===== src/rtl/nou_decode_mc.sv =====
// Multi-channel decode stage: gates fetched entries on unit hazards and routes each one
// into a per-request-type output register or the invalid-request register (IRR).
module nou_decode_mc #(
    parameter int NUM_CH      = 5,
    parameter int SID_W       = 8,
    parameter int CMD_W       = 64,
    parameter int RTYPE_W     = 4,
    parameter int UOV_W       = 8,
    parameter int STALL_CNT_W = 16
) (
    input  logic                                  clk,
    input  logic                                  rstn,
    input  logic [UOV_W+CMD_W+SID_W:0]            entry_input,
    input  logic                                  entry_input_valid,
    output logic                                  decode_issue_ack,
    input  logic [UOV_W-1:0]                      unit_output_vector,
    output logic [NUM_CH-1:0]                     ch_vld,
    input  logic [NUM_CH-1:0]                     ch_rdy,
    output logic [NUM_CH*SID_W-1:0]               ch_sid,
    output logic [NUM_CH*(CMD_W-RTYPE_W)-1:0]     ch_payload,
    output logic                                  irr_vld,
    input  logic                                  irr_rdy,
    output logic [SID_W-1:0]                      irr_sid,
    output logic [RTYPE_W-1:0]                    irr_rtype,
    output logic [STALL_CNT_W-1:0]                stall_cnt
);
    localparam int PW = CMD_W - RTYPE_W;

    logic                ent_vld;
    logic [SID_W-1:0]    sid;
    logic [CMD_W-1:0]    cmd;
    logic [UOV_W-1:0]    unit_mask;
    logic [RTYPE_W-1:0]  rtype;
    logic [PW-1:0]       payload;
    logic                to_irr;
    logic                hazard;
    logic                target_free;
    logic                wr;
    logic                ld_irr;
    logic [NUM_CH-1:0]   ld_ch;

    assign ent_vld   = entry_input[0];
    assign sid       = entry_input[SID_W:1];
    assign cmd       = entry_input[SID_W+CMD_W:SID_W+1];
    assign unit_mask = entry_input[UOV_W+CMD_W+SID_W:CMD_W+SID_W+1];
    assign rtype     = cmd[RTYPE_W-1:0];
    assign payload   = cmd[CMD_W-1:RTYPE_W];
    assign to_irr    = (32'(rtype) >= 32'(NUM_CH));
    assign hazard    = |(unit_mask & unit_output_vector);

    // Handshake: a slot transfers on vld & rdy; a slot is free when empty or draining
    // this cycle, so a draining slot may be refilled in the same cycle.
    always_comb begin
        target_free = !irr_vld || irr_rdy;
        ld_ch       = '0;
        for (int k = 0; k < NUM_CH; k++) begin
            if (!to_irr && rtype == RTYPE_W'(k)) target_free = !ch_vld[k] || ch_rdy[k];
        end
        decode_issue_ack = rstn && entry_input_valid && (!ent_vld || (!hazard && target_free));
        wr     = decode_issue_ack && ent_vld;
        ld_irr = wr && to_irr;
        for (int k = 0; k < NUM_CH; k++) begin
            ld_ch[k] = wr && !to_irr && (rtype == RTYPE_W'(k));
        end
    end

    always_ff @(posedge clk) begin
        if (!rstn) begin
            ch_vld     <= '0;
            ch_sid     <= '0;
            ch_payload <= '0;
            irr_vld    <= 1'b0;
            irr_sid    <= '0;
            irr_rtype  <= '0;
            stall_cnt  <= '0;
        end else begin
            for (int k = 0; k < NUM_CH; k++) begin
                if (ld_ch[k]) begin
                    ch_vld[k]                  <= 1'b1;
                    ch_sid[k*SID_W +: SID_W]   <= sid;
                    ch_payload[k*PW +: PW]     <= payload;
                end else if (ch_rdy[k]) begin
                    ch_vld[k] <= 1'b0;
                end
            end

            if (ld_irr) begin
                irr_vld   <= 1'b1;
                irr_sid   <= sid;
                irr_rtype <= rtype;
            end else if (irr_rdy) begin
                irr_vld <= 1'b0;
            end

            // Counts only the current stall; any ack or idle fetch cycle restarts it.
            if (entry_input_valid && !decode_issue_ack) begin
                if (stall_cnt != '1) stall_cnt <= stall_cnt + STALL_CNT_W'(1);
            end else begin
                stall_cnt <= '0;
            end
        end
    end
endmodule


===== config.mk =====
export PLATFORM = sky130hd
export DESIGN_NAME = nou_decode_mc
export DESIGN_NICKNAME = d
export VERILOG_FILES = /design/src/rtl/nou_decode_mc.sv
export SDC_FILE = /design/constraint.sdc
export NUM_CORES = 1
export LEC_CHECK = 0
export BUFFER_PORTS_ARGS = -buffer_cell sky130_fd_sc_hd__buf_4
export CAP_MARGIN = 5
export CORE_AREA = 2 2 186 188
export CTS_BUF_LIST = sky130_fd_sc_hd__clkbuf_8
export CTS_CLUSTER_DIAMETER = 150
export DETAILED_ROUTE_END_ITERATION = 7
export DIE_AREA = 0 0 188 190
export PLACE_DENSITY = 0.78
export SLEW_MARGIN = 15
export SYNTH_ARGS = -nofsm -noshare
export SYNTH_HDL_FRONTEND = slang
export SYNTH_SLANG_ARGS = --single-unit

===== constraint.sdc =====
create_clock -name clk -period 3.9 [get_ports clk]
set_clock_uncertainty 0.05 [all_clocks]
set_input_delay 0.195 -clock clk [delete_from_list [all_inputs] [get_ports clk]]
set_output_delay 0.195 -clock clk [all_outputs]
set_load 0.005 [all_outputs]

==> results of run 1 <==
==> area by class of cell <==
class | instances | area (sq um) | share of cell area, %
diodes | 2 | 5.005 | 0.02539
well taps | 455 | 569.3 | 2.889
flip-flops and latches | 374 | 7487 | 37.99
clock inverters | 27 | 147.6 | 0.7491
inverters | 2 | 8.758 | 0.04444
repair buffers | 572 | 4529 | 22.98
clock buffers | 74 | 1018 | 5.168
multi-input cells | 955 | 5943 | 30.15
==> power groups by stage <==
stage,logic [mW],clock network [mW],registers (mW)
floorplan,0.137,0,3.91
global placement,0.296,0,3.91
detailed placement,0.299,0,3.91
CTS,0.367,3.35,3.83
global route,0.396,3.51,3.82
finish,0.375,3.29,3.83
==> cell usage after synthesis, drive strengths merged (2+ instances only) <==
master	n
xor2	8
nand4	4
a21oi	80
and3	6
o21ai	70
a22oi	4
nand3	77
nor2b	2
a211oi	3
nand2	361
nor4	3
o41ai	2
xnor2	2
mux2i	281
a31oi	3
a31o	2
nand2b	6
clkbuf	80
and2	2
dfxtp	374
inv	2
and4	4
or2	2
nor2	12
or4	3
buf	33
nand4b	2
nor3	5
nor3b	2
==> stage by stage <==
step	hold slack, ns	cell area, sq um
floorplan	0.2927	13910
global placement	0.3922	17730
detailed placement	0.3990	17730
CTS	0.1302	19700
global route	0.1704	19710
finish	0.1623	19710
==> critical path, delay by kind of cell <==
family | cells | cell delay (ns)
AO/OA/AOI/OAI | 2 | 0.34
buffers and inverters | 6 | 3.46
==> worst paths after layout <==
path / start / endpoint / slack [ns] / depth (start not counted)
setup / recovery: rstn / irr_rtype[2]$_SDFFE_PN0P_ / 0.34 / 8
hold / removal: entry_input[75] / irr_rtype[1]$_SDFFE_PN0P_ / 0.16 / 6
setup reg to reg: ch_vld[1]$_SDFFE_PN0P_ / ch_payload[201]$_SDFFE_PN0P_ / 0.91 / 6
hold reg to reg: ch_sid[9]$_SDFFE_PN0P_ / ch_sid[9]$_SDFFE_PN0P_ / 0.41 / 2
==> metal layers <==
metal	part of all wire [%]	global-route usage, %
met2	48	44.05
met3	8.6	7.194
met1	38	29.15
met5	0	0
met4	5.2	14.78
==> logic make-up after synthesis <==
| family | after synthesis | share of synthesized area [%] |
|---|---|---|
| muxes | 281 | 20.22 |
| AOI/OAI and AO/OA | 169 | 6.556 |
| xor gates and xnor gates | 10 | 0.6295 |
| buffers and inverters | 115 | 3.678 |
| adders and majority gates | 1 | 0.08991 |
| and+or+nand+nor | 494 | 15.02 |
| DFF | 374 | 53.81 |
==> flip-flops by register name (all words and copies together) (netlist names) <==
signal / cells
ch_payload: 300
ch_vld: 5
irr_rtype: 4
irr_sid: 8
stall_cnt: 16
irr_vld: 1
ch_sid: 40
==> results, run 1 <==
- The total negative setup slack is 0 ns.
- The deepest level of the CTS H-tree is 2.
- For this run, design rule violations remaining after detail routing come to 0.
- TritonCTS built the clock tree.
- The final critical-path share of the clock period is 91.37%.
- Clock latency on the worst-skew pair, taken at its later pin, is 0.62 ns.
- The post-cts resize count is 0.
- Counting tap cells, the placed design contains a total of ~2300 instances.
- The type of destination of the critical path is a flop.
- For this block, the routed nets add up to 47860 um of wire.
- The number of top-level design ports is 473.
- The number of buffers on the longest clock path is 3.
- The power consumption is 7.488 mW.
- The tool flagged a number of max-cap violations equal to 0.
- The critical path goes through dlygate4sd3_1 > buf_8 > buf_4 > buf_4 > o211ai_1 > dlygate4sd3_1 > o22ai_1 > dlygate4sd3_1.
- After synthesis, the share of flip-flops with an asynchronous set or reset is 0%.
- The net switching component of the power is between 1.5 and 2 mW.
- Setup repair after global routing left no endpoint under its margin.
- The slew at the pin closest to its max-slew limit is 1.036 ns.
- The worst setup path is launched from an input pin.
- From bottom edge to top edge, the die measures roughly 190 um.
- The core outline area is 33950 sq um.
- In this run the core area contains 68 standard-cell rows.
- On the worst path, the slowest cell contributes a delay of 0.86 ns.
- After detailed routing, the average wire length per cell comes to 19.45 um.
- From left edge to right edge, the die measures 188 um.
- The post-synthesis cell count is 1444.
- The switching portion of total power is 23.39%.
- At the end of the flow, the number of nets in the layout was 2063.
- Data on the critical path is required at its endpoint by 4.41 ns.
- In this run the tightest slew margin relative to its limit is 30.92%.
- The via count of the first global-routing pass is 12956.
- The number of setup buffers added after CTS is 0.
- The flow ran to the end, and the final reports show no timing, DRC or antenna violations.
- The synthesized netlist occupies a cell area of 13910 sq um.
- The detail route stage leaves a number of antenna-violating nets equal to 0.
- The first global-routing pass estimated approximately 73000 um of wire.
- In this run, the number of DRC markers left after iteration 0 of detailed routing was 870.
- The sequential power share is 51.1%.
- The clock sink count is ~370.
- The number of synthesized flops with an enable pin is 0.
- When the netlist entered floorplanning its net count stood at between 1500 and 2000.
- The number of max-slew violations in the final report came to 0.
- The fill cell total of the finished layout is roughly 2800.
- Timing would allow up to 0.2806 GHz.
- The final setup violation count is 0.
- Of the synthesized area, sequential elements account for 53.81%.
- The initial antenna violation count is 1.
- The final RePlAce weighted congestion is roughly 0.90.
- The total track usage is 25.86%.
- In this design, the critical path's most frequently occurring cell is dlygate4sd3_1.
- The cell type with the highest aggregate area in the netlist is dfxtp_1.
- The cell leakage power is 9.502 nW.
- The number of port buffers is between 400 and 500.
- The root buffer cell is clkbuf_8.
- After global routing the overflow that remains totals 0.
- The area share of the leading cell type in the synthesized netlist is around 54%.
- The internal power summed over all cells is 5.737 mW.
- The number of buffers inserted for hold repair after clock tree synthesis is 81.
- On the critical path, the stage with the largest delay is an instance of buf_4.
- The worst-case setup margin in the final layout is 0.3367 ns.
- The number of synthesized register bits is 374.
- Entering global routing, the biggest net connects 98 pins.
- The proportion of power drawn by the clock network is 43.9%.
- The final critical path time including I/O delays and setup is about 3.6 ns.
- The commonest non-fill, non-tap cell in the layout is buf_4.
- Cells fill 58.06% of the core in the end.
- The path class of the tightest hold or removal check is input pin to flop.
- Detailed routing inserted a total of 12873 vias.
- The Yosys warning count is 0.
- The worst setup slack before clock tree synthesis is 0.5032 ns.
- The initial core utilization is 40.98%.
- The placed wire-length estimate is approximately 32000 um.
- The first detailed-routing pass took 6 iterations.
- The floorplan step defined a die boundary enclosing 35720 sq um.
- The most used flip-flop cell after synthesis is dfxtp_1.
- STA puts the critical path data arrival time at 4.07 ns.
- In the routed layout, each cell is associated on average with a via count of between 5 and 6.
- Yosys attributes the largest share of cell area to dfxtp_1 (54%), mux2i_1 (20%), nand2_1 (9.7%).
- From synthesis to final layout, the design area changed by 41.65%.
- Once layout is complete, the cells apart from fillers number 2461.
- In the layout the commonest cells are buf_4 (488), dfxtp_1 (374), nand2_1 (361), mux2i_1 (281), dlygate4sd3_1 (81).
- The classification of the worst setup path is input pin to flop.
- The critical-path maximum fanout is 97.
- The average instance in the mapped netlist occupies 9.635 sq um.
- The combinational cell fraction of total power is 5.0%.
- The clock-pin slew on the worst setup and hold paths is 0.06 ns.
- In this run the power density over the cells is 379.9 nW/um^2.
- IR analysis of the VDD net gives a maximum drop of 0.2335 mV.
- The distinct cell type count of the synthesized netlist is 45.
- The number of buffers inserted during clock tree synthesis is 59.
- The proportion of layout cells with a drive suffix above 1 is 29.29%.
- The hold violation count in the final report came to 0.
(Power assumes the default switching activity.)
==> run 2: changes to the inputs <==
==> constraint.sdc (replaced) <==
create_clock -name clk -period 3.9 [get_ports clk]
set_clock_uncertainty 0.05 [all_clocks]
set_input_delay 0.39 -clock clk [delete_from_list [all_inputs] [get_ports clk]]
set_output_delay 0.39 -clock clk [all_outputs]
set_load 0.005 [all_outputs]
==> run 2 against run 1 <==
Core utilization fell by 0.41 points; critical path type is now input pin to primary output; cell area fell by 0.70%; sequential power barely moved; final cell count fell by 0.65%; sequential share of layout area rose by 0.27 points; wire length rose by 0.56%; global-route usage fell by 0.17 points; clock power barely moved.
==> results, run 2 (synthesis gave the netlist of run 1 again) <==
- The routed length on met1 is 19050 um (+4.8%).
- Setup repair after global routing left no endpoint under its margin.
- The proportion of layout cells with a drive suffix above 1 came to 29.63% (+0.34 points).
- The area enclosed by the die boundary was 35720 sq um (unchanged).
- The post-layout instance count excluding filler cells was 2445 (-0.65%).
- The cell with the largest stage delay on the worst path is o32ai_2.
- The instance count along the most critical hold path is 3 (-3).
- The worst hold path belongs to the class input pin to flop.
- The core outline area is 33950 sq um (unchanged).
- The worst setup slack before clock tree synthesis is 0.3282 ns (-0.1750 ns).
- The count of cells along the worst register-to-register path is 6 (unchanged).
- The largest register by flop count is ch_payload.
- The net count of the finished layout is 2043 (-0.97%).
- The largest registers in the layout are ch_payload x300, ch_sid x40, stall_cnt x16.
- The combinational cell fraction of total power is 4.8% (-0.2 points).
- The length of routed met3 wiring is 3669 um (-11%).
- The worst path required time is 3.46 ns (-0.95 ns).
- STA classifies the critical path startpoint as an input pin.
- The commonest non-fill, non-tap cell in the layout is buf_4.
- The capture instance of the worst register-to-register path is ch_payload[227]$_SDFFE_PN0P_.
- The cell leakage power is 9.451 nW (-0.54%).
- The clock-pin slew on the worst setup and hold paths is 0.06 ns (about the same).
- The total number of vias is 12765 (-0.84%).
- The width of the die was 188 um (unchanged).
- The flip-flop count of the largest register, all copies and words added was 300 (unchanged).
- By startpoint and endpoint, the worst setup path is classified as input pin to primary output.
- The slew at the pin closest to its max-slew limit is 0.9557 ns (-0.08045 ns).
- The critical-path maximum fanout is 8 (-92%).
- The number of buffers inserted during clock tree synthesis was 60 (+1.7%).
- The switching portion of total power came to 23.27% (-0.11 points).
- In this run the most critical hold path is launched from entry_input[55].
- The final critical path time including I/O delays and setup is 3.161 ns (-0.4024 ns).
- The startpoint of the most critical register-to-register path is ch_vld[3]$_SDFFE_PN0P_.
- The net switching component of the power is 1.745 mW (-0.34%).
- The clock tree from TritonCTS is yes.
- The highest cell delay on the worst timing path is 0.67 ns (-0.19 ns).
- The final setup violation count is 0 (unchanged).
- The worst-case setup margin in the final layout is 0.7391 ns (+0.4024 ns).
- The total track usage is 25.68% (-0.17 points).
- The via count of the first global-routing pass is 12829 (-0.98%).
- The end-of-flow core utilization came to 57.65% (-0.41 points).
- The worst path arrival time is 2.72 ns (-1.35 ns).
- The initial antenna violation count is 1 (unchanged).
- The cell row count is 68 (unchanged).
- The largest net degree at the start of global routing is 191 (+95%).
- The internal power summed over all cells is 5.754 mW (+0.30%).
- The total global routing overflow was 0 (unchanged).
- The number of max-slew violations in the final report is 0 (unchanged).
- The first-pass GRT wire length is 72130 um (-0.67%).
- The detailed-route wire length was 48120 um (+0.56%).
- The post-cts resize count is 0 (unchanged).
- The worst min-delay path endpoint is ch_payload[282]$_SDFFE_PN0P_.
- The number of violations of the max-capacitance limit came to 0 (unchanged).
- The proportion of power drawn by the clock network is 44.2% (+0.3 points).
- The number of port buffers is 472 (unchanged).
- The clock latency at the later pin of the worst-skew pair was 0.60 ns (-0.02 ns).
- The number of buffers inserted for hold repair after clock tree synthesis was 61 (-25%).
- The mean number of vias per cell was 5.221 (-0.19%).
- The number of buffers on the longest clock path is 3 (unchanged).
- The signal on the critical path passes through dlygate4sd3_1 > buf_4 > nor3b_1 > a211oi_1 > o32ai_2 > o41ai_1 > buf_4 > and3_1 > buf_4.
- The max-slew headroom at the worst pin is 36.28% (+5.4 points).
- The height of the die is 190 um (unchanged).
- The placed wire-length estimate came to 31750 um (-0.58%).
- The number of detailed-routing iterations run before antenna repair is 5 (-1).
- The sum of met2 wire segment lengths after detailed routing came to 23180 um (+0.47%).
- The post-CTS setup-driven buffer insertion count is 0 (unchanged).
- The deepest level of the CTS H-tree was 2 (unchanged).
- The routed wirelength normalized by instance count came to 19.68 um (+1.2%).
- The cell sitting at the root of the clock tree is a clkbuf_8.
- The number of nets with antenna violations after routing was 0 (unchanged).
- The worst setup path is captured at a primary output.
- The areal power density over the cells is 383.2 nW/um^2 (+0.86%).
- The clock sink count was 374 (unchanged).
- The uppermost layer routed is met4.
- The run finished with clean final reports.
- The cell total after placement came to 2276 (-0.044%).
- The hold violation count in the final report is 0 (unchanged).
- The final critical-path share of the clock period is 81.05% (-10 points).
- The fill cell total of the finished layout is 2837 (+1.3%).
- The maximum clock rate is 0.3164 GHz (+13%).
- The final RePlAce weighted congestion is 0.8721 (-2.8%).
- The DRC marker count from the first detailed-route iteration is 696 (-20%).
- The maximum vdd drop is 0.2563 mV (+9.7%).
- The remaining design rule violation count is 0 (unchanged).
- By instance count, the cell type seen most on the critical path is buf_4.
- The slack of the worst reg-to-reg path is 1.02 ns (+0.11 ns).
- The initial core utilization is 40.98% (unchanged).
- The number of top-level design ports came to 473 (unchanged).
- The total negative setup slack came to 0 ns (unchanged).
- In the layout the commonest cells are buf_4 (484), dfxtp_1 (374), nand2_1 (361), mux2i_1 (281), a21oi_1 (80).
- The area growth from synthesis to layout is 40.66%.
- The sequential power share is 51.0% (about the same).
-- run 2: cell count changes in the layout (fill, tap and decap cells not counted) --
| cell | change |
|---|---|
| buf_4 | -4 |
| buf_12 | +3 |
| clkinv_2 | +2 |
| clkbuf_8 | +1 |
| clkinv_4 | +1 |
| inv_1 | +2 |
| inv_6 | -1 |
| dlygate4sd3_1 | -20 |
-- run 2: critical path, delay by kind of cell --
family	cells	cell delay, ns
AOI/OAI and AO/OA	3	0.98
and+or+nand+nor	2	0.35
buffers and inverters	4	1.00
-- run 2: cell type report --
| type | instances | area, sq um | share of cell area (%) |
|---|---|---|---|
| Tap cell | 455 | 569.3 | 2.909 |
| Inverter | 2 | 8.758 | 0.04475 |
| Multi-Input combinational cell | 955 | 5943 | 30.37 |
| Clock inverter | 31 | 165.2 | 0.8439 |
| Sequential cell | 374 | 7487 | 38.26 |
| Clock buffer | 75 | 1032 | 5.275 |
| Antenna cell | 2 | 5.005 | 0.02557 |
| Timing Repair Buffer | 551 | 4359 | 22.27 |
-- run 2: layer usage --
layer | track usage (%) | up-vias
li1 | - | 5920
met1 | 30.41 | 6062
met2 | 43.02 | 634
met3 | 6.290 | 149
met4 | 13.84 | 0
met5 | 0 | -
-- run 2: worst max path at each step --
stage,start,endpoint,slack [ns],cells after the start
4_1_cts,ch_rdy[0],decode_issue_ack,0.70,9
5_1_grt,ch_vld[1]$_SDFFE_PN0P_,decode_issue_ack,0.60,7
2_1_floorplan,entry_input[9],ch_vld[1]$_SDFFE_PN0P_,1.44,11
6_report,ch_rdy[0],decode_issue_ack,0.74,9
3_3_place_gp,entry_input[77],ch_sid[27]$_SDFFE_PN0P_,0.39,7
3_5_place_dp,entry_input[77],ch_payload[192]$_SDFFE_PN0P_,0.33,7
-- run 2: stage by stage --
step	hold WS (ns)	power, mW	area [sq um]
2_1_floorplan	0.4011	4.047	13910
3_3_place_gp	0.3932	4.208	17760
3_5_place_dp	0.3976	4.212	17760
4_1_cts	0.002090	7.554	19570
5_1_grt	0.01114	7.756	19570
6_report	0.04417	7.500	19570
-- run 2: power by group through the flow --
stage / logic [mW] / registers, mW / clock network, mW
floorplan: 0.137 / 3.91 / 0
global placement: 0.298 / 3.91 / 0
detailed placement: 0.301 / 3.91 / 0
CTS: 0.353 / 3.83 / 3.37
global route: 0.379 / 3.82 / 3.55
finish: 0.359 / 3.83 / 3.31
==> run 3: changes to the inputs <==
--- a/config.mk
+++ b/config.mk
@@ -7,12 +7,12 @@
 export LEC_CHECK = 0
 export BUFFER_PORTS_ARGS = -buffer_cell sky130_fd_sc_hd__buf_4
 export CAP_MARGIN = 5
-export CORE_AREA = 2 2 186 188
+export CORE_AREA = 2 2 182 184
 export CTS_BUF_LIST = sky130_fd_sc_hd__clkbuf_8
 export CTS_CLUSTER_DIAMETER = 150
 export DETAILED_ROUTE_END_ITERATION = 7
-export DIE_AREA = 0 0 188 190
-export PLACE_DENSITY = 0.78
+export DIE_AREA = 0 0 184 186
+export PLACE_DENSITY = 0.8
 export SLEW_MARGIN = 15
 export SYNTH_ARGS = -nofsm -noshare
 export SYNTH_HDL_FRONTEND = slang
==> constraint.sdc (replaced) <==
create_clock -name clk -period 3.3 [get_ports clk]
set_clock_uncertainty 0.05 [all_clocks]
set_input_delay 0.33 -clock clk [delete_from_list [all_inputs] [get_ports clk]]
set_output_delay 0.33 -clock clk [all_outputs]
set_load 0.005 [all_outputs]
==> run 3 against run 2 <==
Clock-buffer cell count increased by 4; combinational power increased by 22%; via count increased by 1.3%; critical path depth decreased by 1; hold slack improved by 0.015 ns; first-iteration DRC count increased by 37%; clock power increased by 29%; largest cell class unchanged; highest routed layer is now met5.
==> results, run 3 (synthesis gave the netlist of run 1 again) <==
- The flow ran to the end, and the final reports show no timing, DRC or antenna violations.
- The highest cell delay on the worst timing path was 0.58 ns (-0.09 ns).
- The maximum clock rate is 0.3157 GHz.
- The diode insertion count for antenna repair is 0 (-2).
- The worst path uses 96.00% of the clock period.
- The total track usage is 26.85% (+1.2 points).
- The top cell types in the final layout, fill and taps aside, are buf_4 (490), dfxtp_1 (374), nand2_1 (361), mux2i_1 (281), a21oi_1 (80).
- The cell with the largest stage delay on the worst path is dlygate4sd3_1.
- The hold violation count in the final report is 0 (unchanged).
- The width of the die came to 184 um (-2.1%).
- The height of the die came to 186 um (-2.1%).
- The startpoint type of the worst setup path is an input pin.
- The top cell family by delay on the critical path is compound AO/OA/AOI/OAI gates.
- The max-slew headroom at the worst pin is 22.51% (-14 points).
- The critical path in this run is classified as input pin to primary output.
- The DRC marker count from the first detailed-route iteration was 956 (+37%).
- The areal power density over the cells is 465.5 nW/um^2 (+21%).
- The root buffer cell is clkbuf_8.
- The routed wirelength normalized by instance count is 19.81 um (+0.66%).
- The mean number of vias per cell came to 5.340 (+2.3%).
- The number of buffers on the longest clock path came to 3 (unchanged).
- The clock-pin slew on the worst setup and hold paths is 0.06 ns (about the same).
- The worst hold path terminates at ch_vld[1]$_SDFFE_PN0P_.
- The worst path arrival time was 2.79 ns (+0.07 ns).
- The number of detailed-routing iterations run before antenna repair is 6 (+1).
- The clock tree from TritonCTS is yes.
- The clock latency at the later pin of the worst-skew pair is 0.62 ns (+0.02 ns).
- The area enclosed by the die boundary is 34220 sq um (-4.2%).
- The largest register by flop count is ch_payload.
- The total number of vias is 12927 (+1.3%).
- The post-CTS setup-driven buffer insertion count was 0 (unchanged).
- The largest net degree at the start of global routing is 230 (+20%).
- The cell total after placement is 2234 (-1.8%).
- The synthesis-to-layout area growth is 42.33%.
- The proportion of layout cells with a drive suffix above 1 is 29.91% (+0.28 points).
- The total negative setup slack is 0 ns (unchanged).
- The count of cells along the worst register-to-register path was 6 (unchanged).
- Setup repair after global routing left no endpoint under its margin.
- The critical-path maximum fanout is 7 (-1).
- The net count of the finished layout was 2062 (+0.93%).
- The cell row count came to 66 (-2.9%).
- The first-pass GRT wire length came to 71480 um (-0.89%).
- The worst path required time is 2.92 ns (-0.54 ns).
- The maximum vdd drop is 0.2856 mV (+11%).
- The core outline area came to 32210 sq um (-5.1%).
- The initial core utilization is 43.20% (+2.2 points).
- STA classifies the critical path endpoint as a primary output.
- The cell leakage power was 9.591 nW (+1.5%).
- The final RePlAce weighted congestion was 0.8971 (+2.9%).
- In this run the critical register-to-register path is captured at ch_payload[229]$_SDFFE_PN0P_.
- The post-layout instance count excluding filler cells came to 2421 (-0.98%).
- The number of buffers inserted during clock tree synthesis was 61 (+1.7%).
- The number of port buffers is 472 (unchanged).
- In this run the worst hold path is classified as input pin to flop.
- The cell type with the highest occurrence count on the critical path is buf_4.
- The number of nets with antenna violations after routing is 0 (unchanged).
- The instance count along the most critical hold path came to 3 (unchanged).
- The initial antenna violation count came to 1 (unchanged).
- The number of buffers and inverters on the critical path was 4 (unchanged).
- The number of max-slew violations in the final report is 0 (unchanged).
- The startpoint identified for the worst hold timing path is ch_rdy[1].
- The clock sink count came to 374 (unchanged).
- The total global routing overflow is 0 (unchanged).
- The remaining design rule violation count came to 0 (unchanged).
- The placed wire-length estimate is 31710 um (-0.11%).
- The library cell used most frequently in the layout, excluding fill and tap cells, is buf_4.
- The slew at the pin closest to its max-slew limit is 1.162 ns (+0.2067 ns).
- The signal on the critical path passes through dlygate4sd3_1 > buf_4 > a21oi_1 > o32ai_4 > buf_4 > o41ai_1 > and3_1 > buf_4.
- The end-of-flow core utilization came to 61.49% (+3.8 points).
- The number of violations of the max-capacitance limit came to 0 (unchanged).
- The via count of the first global-routing pass is 12768 (-0.48%).
- The largest registers in the layout are ch_payload x300, ch_sid x40, stall_cnt x16.
- The final setup violation count is 0 (unchanged).
- The number of top-level design ports came to 473 (unchanged).
- The slack of the worst reg-to-reg path came to 0.70 ns (-0.32 ns).
- In this run the critical register-to-register path is launched from ch_vld[0]$_SDFFE_PN0P_.
- The flip-flop count of the largest register, all copies and words added came to 300 (unchanged).
- The detailed-route wire length is 47970 um (-0.33%).
- Counting I/O delays and the setup requirement, the final critical path takes 3.168 ns.
- The deepest level of the CTS H-tree is 2 (unchanged).
## run 3: final cells by class
type                       instances  area (sq um)
clock buffer                      79          1087
clock inverter                    34         235.2
fill                            2538         12400
inverter                           2         8.758
multi-input combinational        955          5959
sequential                       374          7487
tap                              408         510.5
timing repair buffer             569          4514
## run 3: worst max-delay path by stage
stage	startpoint	end	depth (start not counted)
3_5_place_dp	entry_input[12]	ch_sid[26]$_SDFFE_PN0P_	7
4_1_cts	entry_input[11]	decode_issue_ack	9
3_3_place_gp	entry_input[12]	ch_payload[183]$_SDFFE_PN0P_	7
5_1_grt	ch_vld[1]$_SDFFE_PN0P_	decode_issue_ack	7
2_1_floorplan	entry_input[9]	ch_vld[1]$_SDFFE_PN0P_	11
6_report	entry_input[11]	decode_issue_ack	8
## run 3: worst reg2reg max path, cell delays in order, from the launching register on
cell,delay [ns]
dfxtp_1,0.36
nor3b_1,0.38
a211oi_2,0.15
o32ai_4,0.39
or4_4,0.21
buf_4,0.68
mux2i_1,0.30
## run 3: repair_timing
| action | 4_1_cts | 5_1_grt |
|---|---|---|
| hold buffers | 74 | 0 |
| setup endpoints to repair | 1 | 1 |
| endpoints found under the hold margin | 138 | 0 |
| gates resized for setup | 1 | 1 |
## run 3: routing by layer
layer | global-route usage, % | vias up | wire length, um | part of all wire [%]
li1 | - | 5953 | - | -
met1 | 32.54 | 6162 | 19440 | 41
met2 | 43.61 | 649 | 22280 | 46
met3 | 6.926 | 161 | 3794 | 7.9
met4 | 14.88 | 2 | 2442 | 5.1
met5 | 0 | - | 13 | 0.027
## run 3: where the power goes
group          internal (mW)  total [mW]  switching [mW]
combinational          0.181       0.439           0.259
clock                   2.38        4.26            1.87
sequential              4.52        4.52         0.00306
total                   7.08        9.22            2.14
## run 3: metrics by stage
step	area, sq um	power, mW	setup WS (ns)	hold WS [ns]
6_report	19800	9.217	0.1320	0.05933
5_1_grt	19800	9.501	0.1033	0.04188
4_1_cts	19790	9.274	0.04147	0.003924
3_5_place_dp	17720	4.975	0.3278	0.3978
3_3_place_gp	17720	4.971	0.4190	0.3935
2_1_floorplan	13910	4.783	0.8989	0.4011
